## config.mk

```make
export PLATFORM = sky130hd
export DESIGN_NAME = mmio_arbiter_flat
export DESIGN_NICKNAME = d
export VERILOG_FILES = /design/src/rtl/mmio_arbiter_if.sv /design/src/rtl/mmio_arbiter.sv /design/src/flat_wrapper.sv
export SDC_FILE = /design/constraint.sdc
export NUM_CORES = 1
export LEC_CHECK = 0
export CORE_MARGIN = 1.5
export CORE_UTILIZATION = 41
export CTS_CLUSTER_DIAMETER = 30
export DETAILED_ROUTE_END_ITERATION = 7
export GPL_TIMING_DRIVEN = 0
export PLACE_DENSITY = 0.79
export SLEW_MARGIN = 5
export SYNTH_ARGS = -nofsm -noshare
export SYNTH_HDL_FRONTEND = slang
export SYNTH_SLANG_ARGS = --single-unit
```

## constraint.sdc

```tcl
create_clock -name clk -period 1.6 [get_ports clk]
set_input_delay 0.48 -clock clk [delete_from_list [all_inputs] [get_ports clk]]
set_output_delay 0.48 -clock clk [all_outputs]
set_load 0.02 [all_outputs]
```

## src/rtl/mmio_arbiter_if.sv

```systemverilog
// Two-port requester side plus shared register bus of the MMIO arbiter.
// master = requesters and register bank, slave = arbiter.
interface mmio_arbiter_if;
  logic        req0;
  logic        req1;
  logic        we0;
  logic        we1;
  logic [15:0] addr0;
  logic [15:0] addr1;
  logic [15:0] wdata0;
  logic [15:0] wdata1;
  logic        ack0;
  logic        ack1;
  logic [15:0] rdata0;
  logic [15:0] rdata1;
  logic [15:0] mem_addr;
  logic        mem_wr_en;
  logic        mem_rd_en;
  logic [15:0] mem_wdata;
  logic [15:0] mem_rdata;
  logic        busy;

  modport master (
    output req0, req1, we0, we1, addr0, addr1, wdata0, wdata1, mem_rdata,
    input  ack0, ack1, rdata0, rdata1, mem_addr, mem_wr_en, mem_rd_en, mem_wdata, busy
  );

  modport slave (
    input  req0, req1, we0, we1, addr0, addr1, wdata0, wdata1, mem_rdata,
    output ack0, ack1, rdata0, rdata1, mem_addr, mem_wr_en, mem_rd_en, mem_wdata, busy
  );
endinterface

```

## src/rtl/mmio_arbiter.sv

```systemverilog
// Two-port MMIO arbiter onto a shared register bus; ack 2 cycles after sampling for writes, 3 for reads.
// One transaction in flight; requesters hold req until ack, the loser simply waits for a later IDLE.
module mmio_arbiter #(
  parameter int FIXED_PRIO = 0
) (
  input  logic          clk,
  input  logic          rst_n,
  mmio_arbiter_if.slave bus
);

  typedef enum logic [1:0] {IDLE, ISSUE, RDWAIT, ACK} state_t;

  state_t      r_state;
  state_t      w_state_nxt;
  logic        r_port;
  logic        r_we;
  logic [15:0] r_addr;
  logic        r_last_grant;
  logic        r_ack0;
  logic        r_ack1;
  logic [15:0] r_rdata0;
  logic [15:0] r_rdata1;
  logic [15:0] r_mem_addr;
  logic        r_mem_wr_en;
  logic        r_mem_rd_en;
  logic [15:0] r_mem_wdata;
  logic        r_busy;

  logic        w_grant;
  logic        w_sel_we;
  logic [15:0] w_sel_addr;
  logic [15:0] w_sel_wdata;
  logic        w_latch;
  logic        w_capture;
  logic        w_ack0_nxt;
  logic        w_ack1_nxt;
  logic [15:0] w_mem_addr_nxt;
  logic        w_mem_wr_en_nxt;
  logic        w_mem_rd_en_nxt;
  logic [15:0] w_mem_wdata_nxt;

  // On a tie, round-robin hands the grant to whichever port did not win last time.
  always_comb begin
    if (bus.req0 && bus.req1) begin
      w_grant = (FIXED_PRIO != 0) ? 1'b0 : !r_last_grant;
    end else begin
      w_grant = bus.req1;
    end
    w_sel_we    = w_grant ? bus.we1    : bus.we0;
    w_sel_addr  = w_grant ? bus.addr1  : bus.addr0;
    w_sel_wdata = w_grant ? bus.wdata1 : bus.wdata0;
  end

  always_comb begin
    w_state_nxt     = r_state;
    w_latch         = 1'b0;
    w_capture       = 1'b0;
    w_ack0_nxt      = 1'b0;
    w_ack1_nxt      = 1'b0;
    w_mem_addr_nxt  = 16'h0000;
    w_mem_wr_en_nxt = 1'b0;
    w_mem_rd_en_nxt = 1'b0;
    w_mem_wdata_nxt = 16'h0000;
    case (r_state)
      IDLE: begin
        if (bus.req0 || bus.req1) begin
          w_latch         = 1'b1;
          w_state_nxt     = ISSUE;
          w_mem_addr_nxt  = w_sel_addr;
          w_mem_wr_en_nxt = w_sel_we;
          w_mem_rd_en_nxt = !w_sel_we;
          w_mem_wdata_nxt = w_sel_we ? w_sel_wdata : 16'h0000;
        end
      end
      ISSUE: begin
        if (r_we) begin
          w_state_nxt = ACK;
          w_ack0_nxt  = !r_port;
          w_ack1_nxt  = r_port;
        end else begin
          w_state_nxt    = RDWAIT;
          w_mem_addr_nxt = r_addr;
        end
      end
      RDWAIT: begin
        w_state_nxt = ACK;
        w_capture   = 1'b1;
        w_ack0_nxt  = !r_port;
        w_ack1_nxt  = r_port;
      end
      ACK:     w_state_nxt = IDLE;
      default: w_state_nxt = IDLE;
    endcase
  end

  // Outputs are computed one state ahead so every port is driven straight from a flop.
  always_ff @(posedge clk) begin
    if (!rst_n) begin
      r_state      <= IDLE;
      r_port       <= 1'b0;
      r_we         <= 1'b0;
      r_addr       <= 16'h0000;
      r_last_grant <= 1'b1;
      r_ack0       <= 1'b0;
      r_ack1       <= 1'b0;
      r_rdata0     <= 16'h0000;
      r_rdata1     <= 16'h0000;
      r_mem_addr   <= 16'h0000;
      r_mem_wr_en  <= 1'b0;
      r_mem_rd_en  <= 1'b0;
      r_mem_wdata  <= 16'h0000;
      r_busy       <= 1'b0;
    end else begin
      r_state     <= w_state_nxt;
      r_ack0      <= w_ack0_nxt;
      r_ack1      <= w_ack1_nxt;
      r_mem_addr  <= w_mem_addr_nxt;
      r_mem_wr_en <= w_mem_wr_en_nxt;
      r_mem_rd_en <= w_mem_rd_en_nxt;
      r_mem_wdata <= w_mem_wdata_nxt;
      r_busy      <= (w_state_nxt != IDLE);
      if (w_latch) begin
        r_port       <= w_grant;
        r_we         <= w_sel_we;
        r_addr       <= w_sel_addr;
        r_last_grant <= w_grant;
      end
      if (w_capture) begin
        if (r_port) begin
          r_rdata1 <= bus.mem_rdata;
        end else begin
          r_rdata0 <= bus.mem_rdata;
        end
      end
    end
  end

  assign bus.ack0      = r_ack0;
  assign bus.ack1      = r_ack1;
  assign bus.rdata0    = r_rdata0;
  assign bus.rdata1    = r_rdata1;
  assign bus.mem_addr  = r_mem_addr;
  assign bus.mem_wr_en = r_mem_wr_en;
  assign bus.mem_rd_en = r_mem_rd_en;
  assign bus.mem_wdata = r_mem_wdata;
  assign bus.busy      = r_busy;

endmodule

```

## src/flat_wrapper.sv

```systemverilog
// flat-port wrapper written by rule: the top's interface ports become plain ports
module mmio_arbiter_flat 
#(
  parameter int FIXED_PRIO = 0
)
  (clk, rst_n, bus_req0, bus_req1, bus_we0, bus_we1, bus_addr0, bus_addr1, bus_wdata0, bus_wdata1, bus_mem_rdata, bus_ack0, bus_ack1, bus_rdata0, bus_rdata1, bus_mem_addr, bus_mem_wr_en, bus_mem_rd_en, bus_mem_wdata, bus_busy);
  mmio_arbiter_if bus_i ();
  input  logic clk;
  input  logic rst_n;
  input wire logic [$bits(bus_i.req0)-1:0] bus_req0;
  input wire logic [$bits(bus_i.req1)-1:0] bus_req1;
  input wire logic [$bits(bus_i.we0)-1:0] bus_we0;
  input wire logic [$bits(bus_i.we1)-1:0] bus_we1;
  input wire logic [$bits(bus_i.addr0)-1:0] bus_addr0;
  input wire logic [$bits(bus_i.addr1)-1:0] bus_addr1;
  input wire logic [$bits(bus_i.wdata0)-1:0] bus_wdata0;
  input wire logic [$bits(bus_i.wdata1)-1:0] bus_wdata1;
  input wire logic [$bits(bus_i.mem_rdata)-1:0] bus_mem_rdata;
  output wire logic [$bits(bus_i.ack0)-1:0] bus_ack0;
  output wire logic [$bits(bus_i.ack1)-1:0] bus_ack1;
  output wire logic [$bits(bus_i.rdata0)-1:0] bus_rdata0;
  output wire logic [$bits(bus_i.rdata1)-1:0] bus_rdata1;
  output wire logic [$bits(bus_i.mem_addr)-1:0] bus_mem_addr;
  output wire logic [$bits(bus_i.mem_wr_en)-1:0] bus_mem_wr_en;
  output wire logic [$bits(bus_i.mem_rd_en)-1:0] bus_mem_rd_en;
  output wire logic [$bits(bus_i.mem_wdata)-1:0] bus_mem_wdata;
  output wire logic [$bits(bus_i.busy)-1:0] bus_busy;
  assign bus_i.req0 = bus_req0;
  assign bus_i.req1 = bus_req1;
  assign bus_i.we0 = bus_we0;
  assign bus_i.we1 = bus_we1;
  assign bus_i.addr0 = bus_addr0;
  assign bus_i.addr1 = bus_addr1;
  assign bus_i.wdata0 = bus_wdata0;
  assign bus_i.wdata1 = bus_wdata1;
  assign bus_i.mem_rdata = bus_mem_rdata;
  assign bus_ack0 = bus_i.ack0;
  assign bus_ack1 = bus_i.ack1;
  assign bus_rdata0 = bus_i.rdata0;
  assign bus_rdata1 = bus_i.rdata1;
  assign bus_mem_addr = bus_i.mem_addr;
  assign bus_mem_wr_en = bus_i.mem_wr_en;
  assign bus_mem_rd_en = bus_i.mem_rd_en;
  assign bus_mem_wdata = bus_i.mem_wdata;
  assign bus_busy = bus_i.busy;
  mmio_arbiter #(.FIXED_PRIO(FIXED_PRIO)) u_core (.clk(clk), .rst_n(rst_n), .bus(bus_i));
endmodule
```

Word-level counts from Yosys, hierarchy flattened
Index checks and enable logic that the tools add are counted.

word-level totals
  flip-flop bits (word level) = 90
  input bits = 86

cells by class
  eq/ne operators = 3
  bitwise operators = 1
  reductions and logical operators = 11
  multiplexer cells = 17

operators with widths
  cell                  count
  $mux W16              4
  $pmux W16 S2          1
  $mux W1               8
  $pmux W2 S4           1
  $eq A2 B2 Y1 const B  2
  $pmux W1 S2           2
  $reduce_and A2 Y1     2
  $reduce_and A4 Y1     1
  $logic_not A1 Y1      3
  $reduce_and A3 Y1     1
  $eq A2 B1 Y1 const B  1
  $logic_not A2 Y1      1
  $mux W2               1
  $reduce_bool A2 Y1    1
  $logic_and A1 B1 Y1   1
  $logic_or A1 B1 Y1    1
  $not A1 Y1            1

Longest topological paths before layout
  word-level depth = 5
  gate-level depth with buffers = 7
  depth with buffers taken out = 5

Worst setup path before layout
OpenSTA, ideal clock, no wires.

  kind = flip-flop to flip-flop
  start point = register u_core.r_state[0]
  end point = register u_core.r_mem_addr[5], in the netlist u_core.bus.mem_addr[5]
  arrival = 1.315 ns
  library setup time = 0.127 ns
  setup slack = 0.158 ns
  buffers on the path = 2
  stages on the path, launching flop included = 7
  cells stage by stage = dfxtp_1 -> inv_1 -> ha_1 -> buf_2 -> o21ai_1 -> buf_2 -> a311oi_1

between the ends
  longest elaborated chain between the ends = 2
  elaborated cells on any way between the ends = 3
  those cells by class = 1 x eq/ne; 1 x mux; 1 x reduce/logical

RTL lines
  what                                                     RTL line             text
  start, declared                                          mmio_arbiter.sv:13   state_t r_state;
  start signal, assigned                                   mmio_arbiter.sv:114  r_state <= w_state_nxt;
  $eq A2 B1 Y1 / $logic_not A2 Y1 (equally long branches)  mmio_arbiter.sv:64   case (r_state)
  $pmux W16 S2 (*)                                         mmio_arbiter.sv:64
  end signal, assigned                                     mmio_arbiter.sv:117  r_mem_addr <= w_mem_addr_nxt;
  end, declared                                            mmio_arbiter.sv:23   logic [15:0] r_mem_addr;

Every way passes the cells marked *; elsewhere a longest branch is shown, timed or not.
A chain may end at the register's enable or synchronous reset.

Worst setup path after layout
  start point = input port rst_n
  end point = register u_core.r_rdata1[5], in the netlist u_core.bus.rdata1[5]

RTL lines
  what                  RTL line             text
  start, declared       flat_wrapper.sv:9    input logic rst_n;
  end signal, assigned  mmio_arbiter.sv:130  r_rdata1 <= bus.mem_rdata;
  end, declared         mmio_arbiter.sv:22   logic [15:0] r_rdata1;

No word-level cell between the ends.

==> results.ini <==
[min_path]
whs_path_depth = 2
min_path_type = reg -> reg
worstHoldStart = u_core.bus.rdata0[11]$_SDFFE_PN0N_
holdPathEnd = u_core.bus.rdata0[11]$_SDFFE_PN0N_

[die]
rows = 33
die_w_um = 94.6
core_region_area_um2 = 8180
start_util = 0.421
die_area_um2 = 8960
io_pins = 155
die_h_um = 94.6

[route]
antenna_left = 0
wl_mm = 9.86
drt_iter0_markers = 105
first_pass_iters = 4
drc = 0
vias = 3399
vias_per_cell = 5.19
wl_per_cell_um = 15.1

[sta]
period_minus_slack_ns = 1.54
worstMarginPinSlew_ns = 0.305
fin_skew_ns = 0.0109
setup_slack_ns = 0.0575
hold_viol_final = 0
slew_headroom = 0.791
fmax_mhz = 648
setup_viol = 0
drv_slew = 0
finalCritPeriodShare = 0.964
fin_setup_tns_ns = 0

[power]
pwr_density_cell_nw_per_um2 = 1360
p_leak_nw = 2.30
ir_worst_vdd_mv = 0.714

[synthesis]
ys_warn_count = 0
synth_fp_nets = 473
yosys.cell_types.count = 35
synth_fa_ha_area_frac = 0.0109
async_flop_share = 0
ys.flop_type = dfxtp_1
synth_edf_count = 0
synth-compound-area-share = 0.259
yosysTopAreaCell = dfxtp_1
synth.area.mux_share = 0.00291
synthMostInstantiatedCell = nand2_1
yosysSeqAreaShare = 0.523
synth_top_area_share = 0.523
syn-mean-instance-area_um2 = 8.97
synth_seq_cells = 90
syn_inst = 384
synth_area_leaders = dfxtp_1 (52%), nand2_1 (13%), a21boi_0 (6.5%), a22o_1 (4.1%), a311oi_1 (3.8%)
synth-simple-area-share = 0.156
synth.cells.most_frequent = nand2_1 (116), dfxtp_1 (90), a21boi_0 (30)
synth_top_family_by_area = compound AO/OA/AOI/OAI gates
synth_xor_xnor_area_share = 0
synth_area_um2 = 3440

[critical_path]
cp.required_ns = 1.86
reg2reg_depth = 7
cp_cell_sequence = clkdlybuf4s50_1 -> clkbuf_4 -> clkbuf_2 -> a21boi_0
max_stage_delay_ns = 0.59
cp-start-kind = input pin
worst-r2r-setup-slack_ns = 0.12
worstReg2RegEnd = u_core.bus.mem_addr[9]$_SDFF_PN0_
endpoint_kind = flip-flop
arrival_ns = 1.81
r2r_start = u_core.r_state[0]$_SDFF_PN0_
cp_max_fo = 10
path_class = in -> reg
cp_slowest_cell = clkdlybuf4s50_1

[place]
io_buffers = 154
place.gp.congestion = 0.805
preCtsSetupSlack_ns = -0.613
placed_cell_area_um2 = 5120
place_hpwl_mm = 7.26
placedCellCount = 643

[cells_and_area]
fin_cells = 655
drive_gt1_frac = 0.109
fin_nets = 636
multiInputGateArea_um2 = 1550
seqCellArea_um2 = 1800
area_delta_synth_final_pct = 56.0
fillers = 703
design_area_um2 = 5370
finish.utilization = 0.657
num_antenna_cells = 0

[global_route]
grt_pass1_wl_mm = 15.4
grt_overflow = 0
grt_pass1_vias = 3297
grt_use_total = 0.220
antenna_found_initial = 0
grt_max_degree = 17

[flow_run]
max_cap_violations = 0

[cts]
clk_latency_ns = 0.35
root_buffer = clkbuf_8
cts_tree = done
cts_buffers = 9
cts_max_path_buffers = 2
cts.sinks = 90
htree_levels = 3
path_clk_slew_ns = 0.08

[status]
status = finished, final reports clean

==> registers in the layout (all words and copies together) (netlist names), 2 cells and up <==
| name | count |
|---|---|
| u_core.bus.rdata0 | 16 |
| u_core.bus.rdata1 | 16 |
| u_core.bus.mem_addr | 16 |
| u_core.r_state | 2 |
| u_core.r_addr | 16 |
| u_core.bus.mem_wdata | 16 |
==> through the flow <==
| step | hold WS [ns] | power, mW |
|---|---|---|
| after CTS | 0.458 | 7.14 |
| after detailed placement | 0.449 | 5.66 |
| after floorplan | 0.470 | 4.51 |
| after global placement | 0.445 | 5.57 |
| after global routing | 0.469 | 7.68 |
| final | 0.454 | 7.28 |
==> kinds of logic (layout without fill, tap and decap cells) <==
| logic type | count (synthesis) | count (layout) |
|---|---|---|
| simple gates | 131 | 131 |
| compound gates | 126 | 126 |
| flops | 90 | 90 |
| buf+inv | 33 | 199 |
| fa+ha+maj | 3 | 3 |
| mux | 1 | 1 |
==> layout by cell type, fill, tap and decap left out, types with 2 or more instances in the layout <==
cell	n
nand2_1	115
inv_1	2
clkbuf_2	4
a311oi_1	11
nor3_1	2
clkbuf_8	11
o21ai_1	2
dlygate4sd2_1	71
clkdlybuf4s50_1	83
o21ai_0	16
buf_2	3
a21boi_0	30
clkinv_2	2
a311oi_2	5
buf_4	7
buf_6	9
nor2b_1	2
dfxtp_1	89
a21boi_1	3
a21oi_1	19
a31oi_1	17
inv_2	2
a22o_1	16
clkbuf_4	3
==> power by group <==
group / switching, mW / leakage, nW / internal (mW) / total, mW
registers: 0.242 / 0.735 / 2.69 / 2.93
logic: 1.63 / 1.46 / 1.19 / 2.82
clock network: 0.748 / 0.101 / 0.786 / 1.53
==> layout make-up <==
type	count	area share
Sequential cell	90	0.336
Multi-Input combinational cell	261	0.288
Clock buffer	11	0.0282
Clock inverter	3	0.00745
Tap cell	105	0.0245
Inverter	4	0.00280
Buffer	25	0.0380
Timing Repair Buffer	156	0.276
==> routing by layer <==
| layer | vias to the layer above | routed length, µm | share of wire | GRT usage |
|---|---|---|---|---|
| met5 | - | 0 | 0 | 0 |
| met4 | 0 | 153 | 0.016 | 0.0920 |
| met3 | 14 | 699 | 0.071 | 0.0507 |
| met2 | 129 | 4830 | 0.49 | 0.376 |
| met1 | 1600 | 4180 | 0.42 | 0.265 |
| li1 | 1656 | - | - | - |
==> worst max-delay path: cells and delay by family <==
| family | cells | cell delay (ns) |
|---|---|---|
| AOI/OAI and AO/OA | 1 | 0.24 |
| buffers and inverters | 3 | 1.09 |
==> repair_timing <==
action | CTS | global route
hold buffers | 0 | 0
setup endpoints to repair | 149 | 62
gates cloned | 0 | 0
gates resized for setup | 95 | 27
pin swaps | 2 | 4
buffers inserted | 2 | 0
==> how the worst max path moves through the flow <==
stage / start / endpoint / slack [ns]
final: rst_n / u_core.bus.rdata1[5]$_SDFFE_PN0N_ / 0.06
after global routing: rst_n / u_core.r_addr[14]$_SDFFE_PN0P_ / -0.01
after CTS: rst_n / u_core.r_addr[2]$_SDFFE_PN0P_ / 0.0007
after detailed placement: rst_n / u_core.r_addr[5]$_SDFFE_PN0P_ / -0.61
after global placement: rst_n / u_core.r_addr[7]$_SDFFE_PN0P_ / -0.58
after floorplan: u_core.r_state[0]$_SDFF_PN0_ / u_core.bus.mem_addr[5]$_SDFF_PN0_ / 0.16
Power figures use the tool's default switching activity.
